===== src/rtl/uart_pkg.sv =====
// Shared types and constants for the UART transmit arbiter: FSM state
// encoding, frame-config field positions and default parameter values.
package uart_pkg;

    localparam int NREQ_DEF         = 4;
    localparam int DATA_W_DEF       = 8;
    localparam int CFG_W_DEF        = 5;
    localparam int BUSY_TIMEOUT_DEF = 64;

    // Frame config layout: {stop, parity_disabled, parity_type, data_bits[1:0]}
    localparam int CFG_DBITS_LSB    = 0;
    localparam int CFG_DBITS_W      = 2;
    localparam int CFG_PAR_TYPE_BIT = 2;
    localparam int CFG_PAR_DIS_BIT  = 3;
    localparam int CFG_STOP_BIT     = 4;

    typedef enum logic [1:0] {
        ST_IDLE      = 2'd0,
        ST_START     = 2'd1,
        ST_WAIT_BUSY = 2'd2,
        ST_WAIT_DONE = 2'd3
    } arb_state_e;

endpackage


===== src/rtl/uart_tx_arbiter_rr_picker.sv =====
// Combinational round-robin picker: searches upward from the index after
// 'last', wrapping at NREQ-1, and returns the first requester found.
module rr_picker
    import uart_pkg::*;
#(
    parameter int NREQ  = NREQ_DEF,
    parameter int IDX_W = $clog2(NREQ)
) (
    input  logic [NREQ-1:0]  req,
    input  logic [IDX_W-1:0] last,
    output logic [NREQ-1:0]  grant_onehot,
    output logic [IDX_W-1:0] grant_idx,
    output logic             any
);

    always_comb begin
        int cand;
        logic [IDX_W-1:0] idx;
        grant_onehot = '0;
        grant_idx    = '0;
        any          = 1'b0;
        cand         = 0;
        idx          = '0;
        for (int k = 1; k <= NREQ; k++) begin
            cand = int'(last) + k;
            if (cand >= NREQ) begin
                cand = cand - NREQ;
            end
            idx = IDX_W'(cand);
            if (!any && req[idx]) begin
                any               = 1'b1;
                grant_idx         = idx;
                grant_onehot[idx] = 1'b1;
            end
        end
    end

endmodule


===== src/rtl/uart_tx_arbiter.sv =====
// Shares one UART transmitter among NREQ requesters with round-robin
// arbitration, a start pulse per frame and a busy-rise timeout.
module uart_tx_arbiter
    import uart_pkg::*;
#(
    parameter int NREQ         = NREQ_DEF,
    parameter int DATA_W       = DATA_W_DEF,
    parameter int CFG_W        = CFG_W_DEF,
    parameter int BUSY_TIMEOUT = BUSY_TIMEOUT_DEF,
    parameter int ID_W         = $clog2(NREQ)
) (
    input  logic                    clk,
    input  logic                    rst,
    input  logic [NREQ-1:0]         req_valid,
    input  logic [NREQ*DATA_W-1:0]  req_data,
    input  logic [NREQ*CFG_W-1:0]   req_cfg,
    output logic [NREQ-1:0]         req_ready,
    output logic                    tx_start,
    output logic [DATA_W-1:0]       tx_data,
    output logic [CFG_W-1:0]        tx_cfg,
    input  logic                    tx_busy,
    output logic [ID_W-1:0]         grant_id,
    output logic                    grant_active,
    output logic                    timeout_err,
    output arb_state_e              state_dbg
);

    localparam int CNT_W = $clog2(BUSY_TIMEOUT + 1);
    localparam logic [CNT_W-1:0] CNT_LAST = CNT_W'(BUSY_TIMEOUT - 1);

    arb_state_e       state, state_nxt;
    logic [CNT_W-1:0] cnt;
    logic [ID_W-1:0]  last_grant;
    logic [NREQ-1:0]  pick_onehot;
    logic [ID_W-1:0]  pick_idx;
    logic             pick_any;
    logic             accept;

    rr_picker #(
        .NREQ  (NREQ),
        .IDX_W (ID_W)
    ) u_picker (
        .req          (req_valid),
        .last         (last_grant),
        .grant_onehot (pick_onehot),
        .grant_idx    (pick_idx),
        .any          (pick_any)
    );

    always_ff @(posedge clk) begin
        if (rst) begin
            state <= ST_IDLE;
        end else begin
            state <= state_nxt;
        end
    end

    // Counter is zero on the first WAIT_BUSY cycle and clears on exit.
    always_ff @(posedge clk) begin
        if (rst) begin
            cnt <= '0;
        end else if (state == ST_WAIT_BUSY && state_nxt == ST_WAIT_BUSY) begin
            cnt <= cnt + 1'b1;
        end else begin
            cnt <= '0;
        end
    end

    // Handshake: requester i transfers in the cycle where req_valid[i] and
    // req_ready[i] are both high; ready is one-hot and only ever raised in
    // IDLE while the UART is not busy, so a requester may hold or drop valid
    // freely at any other time without affecting the frame in flight.
    always_comb begin
        state_nxt    = state;
        accept       = 1'b0;
        req_ready    = '0;
        tx_start     = 1'b0;
        grant_active = 1'b0;
        timeout_err  = 1'b0;
        if (!rst) begin
            unique case (state)
                ST_IDLE: begin
                    if (pick_any && !tx_busy) begin
                        accept    = 1'b1;
                        req_ready = pick_onehot;
                        state_nxt = ST_START;
                    end
                end
                ST_START: begin
                    tx_start     = 1'b1;
                    grant_active = 1'b1;
                    state_nxt    = ST_WAIT_BUSY;
                end
                ST_WAIT_BUSY: begin
                    grant_active = 1'b1;
                    if (tx_busy) begin
                        state_nxt = ST_WAIT_DONE;
                    end else if (cnt == CNT_LAST) begin
                        timeout_err = 1'b1;
                        state_nxt   = ST_IDLE;
                    end
                end
                ST_WAIT_DONE: begin
                    grant_active = 1'b1;
                    if (!tx_busy) begin
                        state_nxt = ST_IDLE;
                    end
                end
                default: begin
                    state_nxt = ST_IDLE;
                end
            endcase
        end
    end

    // Frame contents are captured once at accept and held until the next one.
    always_ff @(posedge clk) begin
        if (rst) begin
            tx_data    <= '0;
            tx_cfg     <= '0;
            grant_id   <= '0;
            last_grant <= ID_W'(NREQ - 1);
        end else if (accept) begin
            tx_data    <= req_data[pick_idx*DATA_W +: DATA_W];
            tx_cfg     <= req_cfg[pick_idx*CFG_W +: CFG_W];
            grant_id   <= pick_idx;
            last_grant <= pick_idx;
        end
    end

    assign state_dbg = state;

endmodule


===== config.mk =====
export PLATFORM = sky130hd
export DESIGN_NAME = uart_tx_arbiter
export DESIGN_NICKNAME = d
export VERILOG_FILES = /design/src/rtl/uart_pkg.sv /design/src/rtl/uart_tx_arbiter_rr_picker.sv /design/src/rtl/uart_tx_arbiter.sv
export SDC_FILE = /design/constraint.sdc
export NUM_CORES = 1
export LEC_CHECK = 0
export BUFFER_PORTS_ARGS = -buffer_cell sky130_fd_sc_hd__buf_2
export CAP_MARGIN = 20
export CORE_MARGIN = 2
export CORE_UTILIZATION = 30
export CTS_BUF_LIST = sky130_fd_sc_hd__clkbuf_8
export DETAILED_ROUTE_END_ITERATION = 8
export PLACE_DENSITY = 0.6
export SLEW_MARGIN = 20
export SYNTH_ARGS = -nofsm -noshare
export SYNTH_HDL_FRONTEND = slang
export SYNTH_SLANG_ARGS = --single-unit

===== constraint.sdc =====
create_clock -name clk -period 4.1 [get_ports clk]
set_input_delay 0.205 -clock clk [delete_from_list [all_inputs] [get_ports clk]]
set_output_delay 0.205 -clock clk [all_outputs]
set_load 0.005 [all_outputs]

Word-level counts from Yosys, hierarchy flattened --
Index checks and enable logic that the tools add are counted.
Word-level totals: register bits 26, input bits 59
Cells by class: add/subtract/negate cells 9, multipliers 1, magnitude comparators 12, eq/ne operators 5, shift-type cells 2, mux-type cells 52, bitwise gates (word level) 4, reduce and logical (&&, ||, !) cells 16
Operators by type and width (count):
- $shiftx 32x6->8 | 1
- $mux 4 | 7
- $mux 2 | 13
- $mux 1 | 23
- $shiftx 20x6->5 | 1
- $lt 2x3->1 const B | 4
- $or 4x4->4 | 3
- $ge 3x3->1 const B | 3
- $logic_and 1x1->1 | 9
- $bmux 1 s2 | 4
- $demux 1 s2 | 4
- $ge 2x1->1 const B | 4
- $pmux 2 s4 | 1
- $sub 2x1->2 const B | 4
- $add 7x1->7 const B | 1
- $eq 7x6->1 const B | 1
- $add 2x2->3 const B | 2
- $eq 2x2->1 const B | 3
- $mul 2x3->5 const B | 1
- $add 2x3->4 const B | 1
- $ge 4x3->1 const B | 1
- $logic_not 1->1 | 4
- $add 2x1->3 const B | 1
- $reduce_or 3->1 | 1
- 4 further kinds | 4

Depth between registers and ports, before layout --
depth in word-level cells 23, depth in mapped cells 13, gate-level depth less buffers 8

Cells and area by module --
A second synthesis with hierarchy kept.
Unflattened totals: cell total of the unflattened synthesis 205, area, all modules 1969.4 um^2
By module, submodules not included:
- uart_tx_arbiter | times used 1, cells an instance 137, area each 1443.9 um^2
- rr_picker | times used 1, cells an instance 68, area each 525.5 um^2

Worst setup path before layout --
No wires, ideal clock.
kind register to register, start reg last_grant[0], end reg tx_data[1], library setup time 135 ps, data arrival time 2805 ps, data required time 3965 ps, slack 1160 ps, stages on the path, launching flop included 12, path buffers 4, period minus slack after synthesis 2940 ps, path through dfxtp_1 buf_6 inv_1 clkbuf_1 ha_1 buf_6 mux4_2 or3_4 o21ai_2 or2_1 buf_4 o211ai_2
On the way: cells in the longest elaborated chain, start to end 19, elaborated cells between the ends (all ways) 43
Ends and longest elaborated chain:
- start, declared | RTL line uart_tx_arbiter.sv:33 | logic [ID_W-1:0] last_grant;
- start signal, assigned | RTL line uart_tx_arbiter.sv:122 | last_grant <= ID_W'(NREQ - 1);
- start signal, assigned | RTL line uart_tx_arbiter.sv:127 | last_grant <= pick_idx;
- branches (longest 19 deep; another with $add 2x1->3)
- end signal, assigned | RTL line uart_tx_arbiter.sv:124 | tx_data <= req_data[pick_idx*DATA_W +: DATA_W];
- end, declared | RTL line uart_tx_arbiter.sv:19 | output logic [DATA_W-1:0] tx_data,
Several ways; the timed one is not identified. The select of a mux whose other input is x is not followed. A chain may end at the register's enable or synchronous reset.

Worst setup path after layout --
start reg last_grant[1], end out req_ready[1]
On the way: cells in the longest elaborated chain, start to end 19, elaborated cells between the ends (all ways) 65
Ends and longest elaborated chain:
- branches (longest 16 deep; another with $add 2x1->3)
- $mux 4 * | RTL line uart_tx_arbiter.sv:83 | if (pick_any && !tx_busy) begin
- $mux 4 * | RTL line uart_tx_arbiter.sv:81 | unique case (state)
- $mux 4 * | RTL line uart_tx_arbiter.sv:80 | if (!rst) begin
- end, declared | RTL line uart_tx_arbiter.sv:17 | output logic [NREQ-1:0] req_ready,
Every way passes the cells marked *. The select of a mux whose other input is x is not followed.

==> flow_summary.ini <==
[placement]
placed_cell_area_um2 = 2784
dp_slack_ns = 0.7153
gp_congestion = 0.8317
detailed_place_hpwl_um = 5009
port_buffers = 82
dp_cells = 453

[final_layout]
fin_cells = 456
area_growth_syn_to_layout_pct = 19.41
fin_util_pct = 36.75
drive_gt1_share_pct = 29.10
final_nets = 424
antenna_cells = 0
layout_commonest_cell = buf_2
design_area_um2 = 2825
final_cell_mix = 82 x buf_2, 25 x mux2i_1, 25 x dfxtp_1

[status]
status = completed

[route]
drtPass1Iterations = 4
postRouteWirelength_um = 6653
avgViaCountPerCell = 5.241
vias = 2390
drt_iter0_markers = 164
final_antenna_net_count = 0
drt-wirelength-per-cell_um = 14.59
drc_errors = 0

[cts]
clock_path_buffers = 2
cts_tree = done
cts_resized = 0
hold_buffers = 0
clkSinkCount = 26
cts_root_buf = clkbuf_8
worstSkewPairLatency_ns = 0.26
cts_buffers = 3
path_clk_slew_ns = 0.08
cts-htree-levels = 1
post_cts_buffers = 0

[die]
row_count = 32
num_io_pins = 83
dieArea_um2 = 8613
initial_core_util_pct = 30.78
die-height_um = 92.81
die_w_um = 92.81
fp.coreArea_um2 = 7687

[grt]
grt_max_degree = 65
grt-ovfl-total = 0
grt_pass1_wl_um = 10450
first_global_vias = 2188
antenna_found_initial = 0
grt_use_total_pct = 14.67

[yosys]
synth_nets = 357
yosys_warnings = 0
synth_edf_count = 0
synthArstFlopShare_pct = 0
synth_cells = 289
synth-main-ff-cell = dfxtp_1
synthDistinctLibCells = 52
avgSynthCellArea_um2 = 8.187
netlist_area_um2 = 2366
synth-seq-cells = 26
ys_seq_area_share_pct = 22.00

[timing]
max_slew_margin_pct = 57.30
hold_ws_ns = 0.1972
maxSlewViolCount = 0
finalCriticalPeriod_ns = 3.609
finalCritPeriodShare_pct = 88.02
setup_viol = 0
fin_ws_ns = 0.4913
fin_skew_ns = 0.001378
worst_pin_slew_ns = 0.6347
finalSetupTns_ns = 0
rsz0062_at_grt = no
max_freq_mhz = 277.1
finalHoldViolations = 0

[worst_setup_path]
arrival_ns = 3.40
critical_path.top_delay_family = simple AND/OR/NAND/NOR gates
critPathRequiredTime_ns = 3.89
crit_buf_inv = 2
crit_path_max_fanout = 25
startpoint = last_grant[1]$_SDFFE_PP1P_
cpPeakStageDelay_ns = 0.61
crit_path_end_kind = output pin
r2r_slack_ns = 0.73
cp_num_cells = 8
cp_slowest_cell = dfxtp_1
rr_startpoint = last_grant[1]$_SDFFE_PP1P_
cp_cell_sequence = inv_1, ha_1, mux4_2, or3_4, nor2b_1, a221oi_1, nor2_1, buf_2
cp-endpoint = req_ready[1]
critPathLaunchType = flip-flop
worst_r2r_endpoint = tx_data[1]$_SDFFE_PP0P_
r2r_cells = 7
criticalPathCategory = flip-flop to output pin

[power]
total_power_mw = 1.364
ir_drop_mv = 0.2133
p_per_area_nw_per_um2 = 482.7
power_leakage_nw = 1.230

[flow_run]
cap_violations = 0

[hold_path]
hp-class = input port to flip-flop
hold_depth = 3
[metal layers]
metal  wire length, µm  global-route usage, %  vias up
li1                  -                      -     1215
met1              3133                  20.86     1104
met2              3127                  23.37       62
met3               298                  1.546        9
met4                93                  4.289        0
met5                 0                      0        -
[cell usage after synthesis, types with 2 or more instances]
library cell / instances / share of area, %
a32oi_1: 7 / 2.6
inv_1: 11 / 1.7
dfxtp_1: 26 / 22
clkbuf_1: 11 / 1.7
o211ai_1: 7 / 2.2
nor4_1: 2 / 0.53
buf_6: 7 / 3.3
mux2i_1: 25 / 11
nor3_1: 8 / 1.7
xnor2_1: 3 / 1.1
a21oi_1: 3 / 0.63
and3_1: 9 / 2.4
ha_1: 9 / 4.8
a31oi_1: 6 / 1.6
nand3b_1: 6 / 1.9
mux4_2: 3 / 2.9
a221oi_1: 5 / 1.9
or3_1: 5 / 1.3
nor2b_1: 10 / 2.6
and2_1: 8 / 2.1
o21ai_1: 7 / 1.5
nand4_1: 8 / 2.1
nand2_1: 20 / 3.2
o21ai_0: 11 / 2.3
nor2_1: 24 / 3.8
nor3b_1: 2 / 0.63
o2111ai_1: 12 / 4.4
nand3_1: 3 / 0.63
a22oi_1: 5 / 1.6
buf_2: 4 / 0.85
[cell families (layout without fill, tap and decap cells)]
family / after synthesis / count (layout) / share of synthesized area [%]
and+or+nand+nor: 111 / 111 / 25.38
xor gates and xnor gates: 4 / 4 / 1.481
AOI/OAI and AO/OA: 75 / 75 / 24.33
adders and majority gates: 9 / 9 / 4.759
muxes: 29 / 29 / 13.91
DFF: 26 / 26 / 22.00
buffers and inverters: 35 / 100 / 8.144
[worst min path at each step]
stage	slack [ns]	to	start
6_report	0.20	tx_data[3]$_SDFFE_PP0P_	req_data[3]
5_1_grt	0.21	tx_cfg[2]$_SDFFE_PP0P_	req_cfg[2]
4_1_cts	0.20	tx_data[4]$_SDFFE_PP0P_	req_data[4]
3_5_place_dp	0.44	cnt[0]$_SDFF_PP0_	cnt[0]$_SDFF_PP0_
3_3_place_gp	0.43	cnt[0]$_SDFF_PP0_	cnt[0]$_SDFF_PP0_
2_1_floorplan	0.34	state_dbg[1]$_SDFF_PP0_	tx_busy
[where the power goes]
group / leakage, nW / internal, mW / switching, mW / total, mW
Combinational: 0.996 / 0.351 / 0.511 / 0.862
Sequential: 0.213 / 0.316 / 0.0449 / 0.361
Clock: 0.0216 / 0.0658 / 0.0753 / 0.141
Total: 1.23 / 0.733 / 0.631 / 1.36
[worst reg2reg max path, stage by stage, from the launching register on]
cell and delay, ns:
dfxtp_1 0.61, inv_1 0.25, ha_1 0.54, mux4_2 0.59, or3_4 0.48, o21ai_2 0.32
or2_1 0.35, o211ai_2 0.12
[area by class of cell]
cell class	instances	area, µm²
fillers	827	4862
multi-input cells	228	1653
flip-flops and latches	26	521.8
repair buffers	86	440.4
well taps	102	127.6
clock buffers	3	41.29
inverters	11	41.29
[sequential cells by signal, indices dropped and copies added, names as in the netlist]
name        cells
last_grant      2
tx_cfg          5
cnt             7
tx_data         8
state_dbg       2
grant_id        2
Note: power is estimated with default switching activity, not from simulation.
